$ cat config.mk
export PLATFORM = sky130hd
export DESIGN_NAME = inst_dispatch_queue
export DESIGN_NICKNAME = d
export VERILOG_FILES = /design/src/rtl/dual_issue_pkg.sv /design/src/rtl/inst_fifo_2w2r.sv /design/src/rtl/inst_dispatch_queue.sv
export SDC_FILE = /design/constraint.sdc
export NUM_CORES = 1
export LEC_CHECK = 0
export CORE_MARGIN = 10
export CORE_UTILIZATION = 50
export DETAILED_ROUTE_END_ITERATION = 7
export PLACE_DENSITY_LB_ADDON = 0.1
export SYNTH_ARGS = -nofsm -noshare
export SYNTH_HDL_FRONTEND = slang
export SYNTH_SLANG_ARGS = --single-unit
$ cat constraint.sdc
create_clock -name clk -period 4.8 [get_ports clk]
set_clock_uncertainty 0.1 [all_clocks]
set_input_delay 0.96 -clock clk [delete_from_list [all_inputs] [get_ports clk]]
set_output_delay 0.96 -clock clk [all_outputs]
set_load 0.01 [all_outputs]
$ cat src/rtl/dual_issue_pkg.sv
// Shared types and constants for the fetch-to-decode dual-issue path.
package dual_issue_pkg;

  localparam logic [31:0] NOP_INST = 32'h0;

  localparam logic [6:0] OP_RTYPE = 7'b0110011;
  localparam logic [6:0] OP_ITYPE = 7'b0010011;
  localparam logic [6:0] OP_LOAD  = 7'b0000011;
  localparam logic [6:0] OP_STORE = 7'b0100011;

  typedef enum logic {
    RUN   = 1'b0,
    FLUSH = 1'b1
  } dq_state_t;

  // Downstream credits above two are worth no more than two (dual issue).
  function automatic logic [1:0] sat_credit(input logic [2:0] credits);
    return (credits > 3'd2) ? 2'd2 : credits[1:0];
  endfunction

endpackage

$ cat src/rtl/inst_fifo_2w2r.sv
// Instruction storage: two writes at waddr/waddr+1, two reads at raddr/raddr+1.
module inst_fifo_2w2r #(
  parameter int unsigned DEPTH = 8,
  parameter int unsigned XLEN  = 32
) (
  input  logic                     clk,
  input  logic                     we1_i,
  input  logic                     we2_i,
  input  logic [$clog2(DEPTH)-1:0] waddr_i,
  input  logic [XLEN-1:0]          wdata1_i,
  input  logic [XLEN-1:0]          wdata2_i,
  input  logic [$clog2(DEPTH)-1:0] raddr_i,
  output logic [XLEN-1:0]          rdata1_o,
  output logic [XLEN-1:0]          rdata2_o
);

  localparam int unsigned PW = $clog2(DEPTH);

  logic [XLEN-1:0] mem_q [DEPTH];
  logic [PW-1:0]   waddr_nxt;
  logic [PW-1:0]   raddr_nxt;

  // Pointer+1 wraps naturally at PW bits since DEPTH is a power of two.
  assign waddr_nxt = PW'(waddr_i + PW'(1));
  assign raddr_nxt = PW'(raddr_i + PW'(1));

  // Storage writes; contents are not reset, occupancy is tracked by the controller.
  always_ff @(posedge clk) begin
    if (we1_i) mem_q[waddr_i]   <= wdata1_i;
    if (we2_i) mem_q[waddr_nxt] <= wdata2_i;
  end

  assign rdata1_o = mem_q[raddr_i];
  assign rdata2_o = mem_q[raddr_nxt];

endmodule

$ cat src/rtl/inst_dispatch_queue.sv
// Fetch-side instruction queue with in-order, credit-limited dual dispatch.
module inst_dispatch_queue
  import dual_issue_pkg::*;
#(
  parameter int unsigned DEPTH = 8,
  parameter int unsigned XLEN  = 32
) (
  input  logic                     clk,
  input  logic                     rst_n,
  input  logic                     flush,
  input  logic                     fetch_valid,
  input  logic [1:0]               fetch_cnt,
  input  logic [XLEN-1:0]          fetch_inst1,
  input  logic [XLEN-1:0]          fetch_inst2,
  output logic                     fetch_ready,
  input  logic [2:0]               free_slots,
  output logic                     dec_valid1,
  output logic                     dec_valid2,
  output logic [XLEN-1:0]          dec_inst1,
  output logic [XLEN-1:0]          dec_inst2,
  output logic [$clog2(DEPTH):0]   q_count
);

  localparam int unsigned PW = $clog2(DEPTH);
  localparam int unsigned CW = PW + 1;

  dq_state_t       state_q, state_d;
  logic            run_en;
  logic [PW-1:0]   head_q, head_d, tail_q, tail_d;
  logic [CW-1:0]   count_q, count_d;
  logic            cnt_ok, accept, we2;
  logic [1:0]      w, n, credits;
  logic [XLEN-1:0] rd1, rd2;
  logic            dec_valid1_q, dec_valid2_q;
  logic [XLEN-1:0] dec_inst1_q, dec_inst2_q;

  // FSM state register
  always_ff @(posedge clk or negedge rst_n) begin
    if (!rst_n) state_q <= RUN;
    else        state_q <= state_d;
  end

  // FSM next state: flush always lands in FLUSH, which otherwise lasts one cycle
  always_comb begin
    state_d = state_q;
    case (state_q)
      RUN:   if (flush) state_d = FLUSH;
      FLUSH: state_d = flush ? FLUSH : RUN;
    endcase
  end

  // FSM output: accept and dispatch are only enabled in RUN
  always_comb begin
    run_en = 1'b0;
    case (state_q)
      RUN:   run_en = 1'b1;
      FLUSH: run_en = 1'b0;
    endcase
  end

  // Ready depends on registered state only and ignores same-cycle dispatch
  assign fetch_ready = run_en & ((CW'(DEPTH) - count_q) >= CW'(2));
  assign cnt_ok      = (fetch_cnt == 2'd1) | (fetch_cnt == 2'd2);
  assign accept      = fetch_valid & fetch_ready & cnt_ok & ~flush;
  assign we2         = accept & (fetch_cnt == 2'd2);
  assign w           = accept ? fetch_cnt : 2'd0;
  assign credits     = sat_credit(free_slots);

  // Dispatch count = min(registered count, credits, 2); nothing leaves during a flush
  always_comb begin
    n = credits;
    if (count_q < CW'(credits)) n = count_q[1:0];
    if (!run_en || flush)       n = 2'd0;
  end

  // Next pointers and occupancy
  always_comb begin
    head_d  = PW'(head_q + PW'(n));
    tail_d  = PW'(tail_q + PW'(w));
    count_d = CW'(count_q + CW'(w) - CW'(n));
    if (flush) begin
      head_d  = '0;
      tail_d  = '0;
      count_d = '0;
    end
  end

  // Pointer and occupancy registers
  always_ff @(posedge clk or negedge rst_n) begin
    if (!rst_n) begin
      head_q  <= '0;
      tail_q  <= '0;
      count_q <= '0;
    end else begin
      head_q  <= head_d;
      tail_q  <= tail_d;
      count_q <= count_d;
    end
  end

  inst_fifo_2w2r #(
    .DEPTH (DEPTH),
    .XLEN  (XLEN)
  ) u_fifo (
    .clk      (clk),
    .we1_i    (accept),
    .we2_i    (we2),
    .waddr_i  (tail_q),
    .wdata1_i (fetch_inst1),
    .wdata2_i (fetch_inst2),
    .raddr_i  (head_q),
    .rdata1_o (rd1),
    .rdata2_o (rd2)
  );

  // Decoder-facing output pair: one-cycle pulses, NOP in empty slots
  always_ff @(posedge clk or negedge rst_n) begin
    if (!rst_n) begin
      dec_valid1_q <= 1'b0;
      dec_valid2_q <= 1'b0;
      dec_inst1_q  <= XLEN'(NOP_INST);
      dec_inst2_q  <= XLEN'(NOP_INST);
    end else begin
      dec_valid1_q <= (n >= 2'd1);
      dec_valid2_q <= (n == 2'd2);
      dec_inst1_q  <= (n >= 2'd1) ? rd1 : XLEN'(NOP_INST);
      dec_inst2_q  <= (n == 2'd2) ? rd2 : XLEN'(NOP_INST);
    end
  end

  assign dec_valid1 = dec_valid1_q;
  assign dec_valid2 = dec_valid2_q;
  assign dec_inst1  = dec_inst1_q;
  assign dec_inst2  = dec_inst2_q;
  assign q_count    = count_q;

  // Occupancy must stay within [0, DEPTH]
  assert property (@(posedge clk) disable iff (!rst_n) count_q <= CW'(DEPTH));
  assert property (@(posedge clk) disable iff (!rst_n)
                   (32'(count_q) + 32'(w)) >= 32'(n));
  assert property (@(posedge clk) disable iff (!rst_n)
                   (32'(count_q) + 32'(w) - 32'(n)) <= 32'(DEPTH));

endmodule

# Word level (Yosys, flattened, before mapping)
# Memories as Yosys holds them, arrays and structs flattened.
# Cells that the tools add are included.
dict set report totals {
  ff_bits 77
  word_cells 48
  ramBits 256
  output_inout_bits 71
  inputBits 73
  memories 1
}
dict set report classes {
  magnitude_cmp 4
  add_sub_neg 7
  muxes 15
  n_eq_ne 3
  bitwise_logic 8
  reduce_logical 2
}
# memory words width rd rd_ports_with_merged_regs write_ports line
set mem_list {}
lappend mem_list {u_fifo.mem_q 8 32 2 0 2 inst_fifo_2w2r.sv:19} ;# logic [XLEN-1:0] mem_q [DEPTH];
# operator count
set op_table {}
lappend op_table {{32-bit 2-to-1 mux} 2}
lappend op_table {{2-bit 2-to-1 mux} 4}
lappend op_table {{3-bit by 1-bit adder with 3-bit output, second input constant} 2}
lappend op_table {{3-bit by 2-bit adder with 3-bit output} 2}
lappend op_table {{3-bit 2-to-1 mux} 2}
lappend op_table {{1-bit AND} 5}
lappend op_table {{1-bit 2-to-1 mux} 5}
lappend op_table {{4-bit by 2-bit adder with 4-bit output} 1}
lappend op_table {{2-bit equality test, second input constant} 2}
lappend op_table {{4-bit by 2-bit greater-or-equal comparator with 1-bit output, second input constant} 1}
lappend op_table {{4-bit by 2-bit less-than comparator with 1-bit output} 1}
lappend op_table {{4-bit 2-to-1 mux} 1}
lappend op_table {{4-bit by 2-bit subtractor with 4-bit output} 1}
lappend op_table {{4-bit subtractor, first input constant} 1}
lappend op_table {{3-bit by 2-bit > comparator with 1-bit output, second input constant} 1}
lappend op_table {{2-bit by 1-bit equality test with 1-bit output, second input constant} 1}
lappend op_table {{2-bit by 1-bit greater-or-equal comparator with 1-bit output, second input constant} 1}
lappend op_table {{1-bit inverter} 2}
lappend op_table {{1-bit one-hot mux with 2 select lines} 1}
lappend op_table {{1-bit logical NOT} 1}
lappend op_table {{1-bit logical OR} 1}
lappend op_table {{1-bit OR} 1}

# Logic depth before layout (Yosys ltp)
dict set report logic_depth {
  ltp_word 10
  depth_mapped 13
  depth_no_buf 13
}

# Hierarchy
# Synthesis repeated with hierarchy kept, for this count alone.
dict set report unflattened {
  hier_cells 1239
  area_unflattened_um2 18193.7
}
# mod n_inst cells_per_inst area_each_um2
set modules_own_cells {}
lappend modules_own_cells {inst_fifo_2w2r 1 1017 15185.8}
lappend modules_own_cells {inst_dispatch_queue 1 222 3007.9}

# Worst setup path before layout
# No wires, ideal clock.
dict set report synth_path {
  path_type {input port to flip-flop}
  from {input port fetch_cnt[0]}
  to {memory u_fifo.mem_q[1][0], enable pin}
  cell_stages 5
  required_time_ps 4268
  arrival_time_ps 3510
  setup_ps 432
  n_path_buf 0
  setup_slack_ps 758
  path_cell_list {inv_1 > ha_1 > nor4b_2 > o21ai_1 > a21oi_1}
}
# element line
set synth_rtl {}
lappend synth_rtl {{from (decl)} inst_dispatch_queue.sv:12} ;# input logic [1:0] fetch_cnt,
lappend synth_rtl {{to (decl)} inst_fifo_2w2r.sv:19}

# Final worst setup path
dict set report layout_path {
  from {register count_q[0] (netlist: q_count[0])}
  to {output port fetch_ready}
}
dict set report layout_between {
  elab_chain_cells 3
}
# element line
set layout_lines {}
lappend layout_lines {{from (decl)} inst_dispatch_queue.sv:30} ;# logic [CW-1:0] count_q, count_d;
lappend layout_lines {{from (signal assigned)} inst_dispatch_queue.sv:97} ;# count_q <= count_d;
lappend layout_lines {{4-bit subtractor} inst_dispatch_queue.sv:62} ;# assign fetch_ready = run_en & ((CW'(DEPTH) - count_q) >= CW'(2));
lappend layout_lines {{4-bit by 2-bit greater-or-equal comparator with 1-bit output} inst_dispatch_queue.sv:62}
lappend layout_lines {{1-bit AND} inst_dispatch_queue.sv:62}
lappend layout_lines {{to (decl)} inst_dispatch_queue.sv:15} ;# output logic fetch_ready,
# No other way between the ends.

==> key figures <==
Clock network
  – # H-tree levels: 2
  – Cts bufs inserted: 38
  – Clk sink count: 333
  – CTS Hold Bufs: 0
  – CTS max path bufs: 3
  – Worst-path clk slew: 60 ps
  – Clk root buf: clkbuf_16
  – CTS tree: done
  – Clk_lat worst skew: 520 ps
  – Resized Gates After CTS: 0
  – Setup bufs post-CTS: 0

Timing
  – Fin crit share: 0.798
  – Final hold vios: 0
  – Worst-Margin Slew: 1120 ps
  – Fin. max-slew vios: 0
  – Setup TNS: 0 ps
  – # setup viols final: 0
  – Slew headroom: 0.250
  – Highest clock rate: 0.261 GHz
  – RSZ-0062 raised after global routing: no
  – Tmin final: 3830 ps
  – Hold slack: 534 ps

Drt
  – Routed WL: 46,300 um
  – Routed Antenna Nets: 0
  – Vias: 10,300
  – DRC viols: 0
  – WL per Instance: 27.2 um
  – Via density: 6.07
  – Starting DRT DRC Count: 831
  – Drt first pass iters: 5

Worst setup path
  – R2R setup slack: 1300 ps
  – Worst Setup Start Kind: flop
  – Max stage delay on crit path: 590 ps
  – Worst path slowest cell: nor3_2
  – Kind of critical path: reg -> out
  – Worst path required time: 3740 ps
  – Worst-path cell chain: inv_1 > ha_1 > xnor2_1 > nor3_2 > a21oi_1 > clkdlybuf4s50_1
  – Crit. End Element: output port
  – Critical Path Fanout Max: 7
  – Critical Path AT: 2770 ps

Placement
  – Post-DP HPWL: 27,000 um
  – Placer Congestion: 0.796
  – Placed insts: 1,632
  – Port bufs: 143
  – Placed Instance Area: 0.0197 mm^2

Synth
  – Mean Syn Cell Area: 16.3 um^2
  – Async set-reset flop share out of synthesis: 0.231
  – Synthesized instance count: 1,074
  – Sequential fraction of the synthesis area: 0.551
  – Number of synthesized flops with an enable pin: 256
  – Syn_nets: 1,164
  – Yosys cell types: 40
  – Main flop type after synthesis: edfxtp_1
  – Mapped cell area: 0.0175 mm^2
  – Synth warn: 0
  – FF+latch count, synth: 333

Pwr
  – Sw frac: 0.285
  – Lkg Pwr: 6.96 nW
  – Sequential power share: 0.416
  – P_sw: 2.30 mW
  – Clock power frac: 0.334
  – Pwr Density: 387 mW/mm^2
  – Peak supply drop: 449 uV
  – Comb pwr share: 0.250
  – P_int: 5.77 mW

Finish
  – Final Non-Filler Cells: 1,704
  – Fraction of layout cells with a size suffix above 1: 0.390
  – Area Overhead vs Synth: 19.5%
  – Fin nets: 1,307
  – Post-route cell area: 0.0209 mm^2

Floorplanning
  – Initial Utilization: 0.507
  – Row Count: 68
  – I/O pins: 144
  – Die height: 207 um
  – Core ar.: 0.0345 mm^2
  – Die X-Extent: 207 um
  – Die Area: 0.0428 mm^2

Hold path
  – Worst min path class: in -> async

Outcome
  – Outcome: complete, no violations

Global route
  – Number of global-route vias before repair: 11,200
  – Largest net degree at the start of global routing: 78
  – Grt ovf: 0
  – Tot GR Track Use: 0.220
  – First-pass GRT wire length: 70,600 um
  – Initial antenna violation count: 4

Flow run
  – Max-Cap Viols: 0
## layer usage
layer / global-route usage / vias to the layer above / part of all wire
met5: 0 / - / 0.00028
met4: 0.0517 / 2 / 0.020
met3: 0.0357 / 64 / 0.061
met2: 0.370 / 329 / 0.50
met1: 0.295 / 5408 / 0.42
li1: - / 4535 / -
## worst paths after layout
path,from,endpoint,cells after the start
min reg2reg,u_fifo.mem_q[3][16],dec_inst1[16],3
max,q_count[0],fetch_ready,6
max reg2reg,q_count[0],q_count[3],13
max in group asynchronous,rst_n,head_q[0],1
min in group clk,u_fifo.mem_q[3][16],dec_inst1[16],3
min,rst_n,q_count[1],1
## critical path, delay by kind of cell, from the launching register on
kind / cells / cell delay (ps)
fa+ha+maj: 1 / 220
buf+inv: 2 / 640
flops: 1 / 490
compound gates: 1 / 170
xor+xnor: 1 / 150
simple gates: 1 / 590
## final cells by class
cell class	instances	area, um^2
well taps	455	569
multi-input cells	650	7640
clock inverters	16	87.6
diodes	3	7.51
clock buffers	53	1060
repair buffers	176	1800
flip-flops and latches	333	9620
inverters	18	67.6
fillers	2692	13600
## synth_stat cells (3+ instances only)
library cell / number / area (um^2)
mux2i_1: 32 / 320
nand2_1: 70 / 263
fa_1: 4 / 80.1
a21oi_1: 37 / 185
ha_1: 13 / 163
buf_4: 3 / 22.5
nor2_1: 49 / 184
mux2_1: 14 / 158
nand3_1: 7 / 35.0
nor3_1: 6 / 30.0
mux2_2: 242 / 2730
clkbuf_1: 29 / 109
a211oi_2: 3 / 37.5
nor2b_1: 4 / 25.0
xor2_1: 4 / 35.0
a31oi_1: 5 / 31.3
inv_1: 18 / 67.6
edfxtp_1: 256 / 7690
buf_1: 12 / 45.0
xnor2_1: 7 / 61.3
o2111ai_2: 4 / 60.1
mux4_2: 128 / 2880
buf_2: 29 / 145
dfrtp_1: 77 / 1930
## layout by cell type, fill, tap and decap left out, types with 3 or more instances in the layout
cell and count:
edfxtp_1 256, mux2_2 242, clkdlybuf4s50_1 142, mux4_2 128, dfrtp_1 74, nand2_1 70
nor2_1 44, clkbuf_16 39, a21oi_1 34, mux2i_1 32, buf_4 24, inv_1 18
mux2_1 14, ha_1 12, clkbuf_1 11, clkinv_2 11, buf_12 10, nand3_1 7
xnor2_1 6, nor3_1 6, a31oi_1 5, nor2_4 5, o2111ai_4 4, nor2b_1 4
fa_1 4, diode_2 3, xor2_1 3, a211oi_4 3, a21oi_4 3, clkbuf_8 3
## metrics by stage
| stage | setup WS [ps] | total power, mW | utilization |
|---|---|---|---|
| floorplan | 758 | 4.68 | - |
| global placement | 592 | 5.43 | 0.572 |
| detailed placement | 533 | 5.45 | 0.572 |
| CTS | 903 | 8.15 | 0.605 |
| global route | 807 | 8.42 | 0.605 |
| finish | 968 | 8.07 | 0.605 |
## kinds of logic after synthesis
family | count (synthesis) | share of synthesized area
adders and majority gates | 17 | 0.0139
xor gates and xnor gates | 11 | 0.00552
AOI/OAI and AO/OA | 59 | 0.0232
muxes | 416 | 0.349
and+or+nand+nor | 147 | 0.0358
buffers and inverters | 91 | 0.0223
DFF | 333 | 0.551
## sequential cells by signal (all words and copies together) (netlist names)
register      cells
dec_inst1        32
dec_inst2        32
dec_valid1        1
dec_valid2        1
head_q            3
q_count           4
state_q           1
tail_q            3
u_fifo.mem_q    256
## power groups by stage
stage	sequential (mW)	clock (mW)	combinational (mW)
2_1_floorplan	3.40	0	1.28
3_3_place_gp	3.42	0	2.02
3_5_place_dp	3.42	0	2.03
4_1_cts	3.36	2.75	2.04
5_1_grt	3.38	2.86	2.18
6_report	3.36	2.69	2.02
No activity file was read; power rests on OpenSTA's default activity.
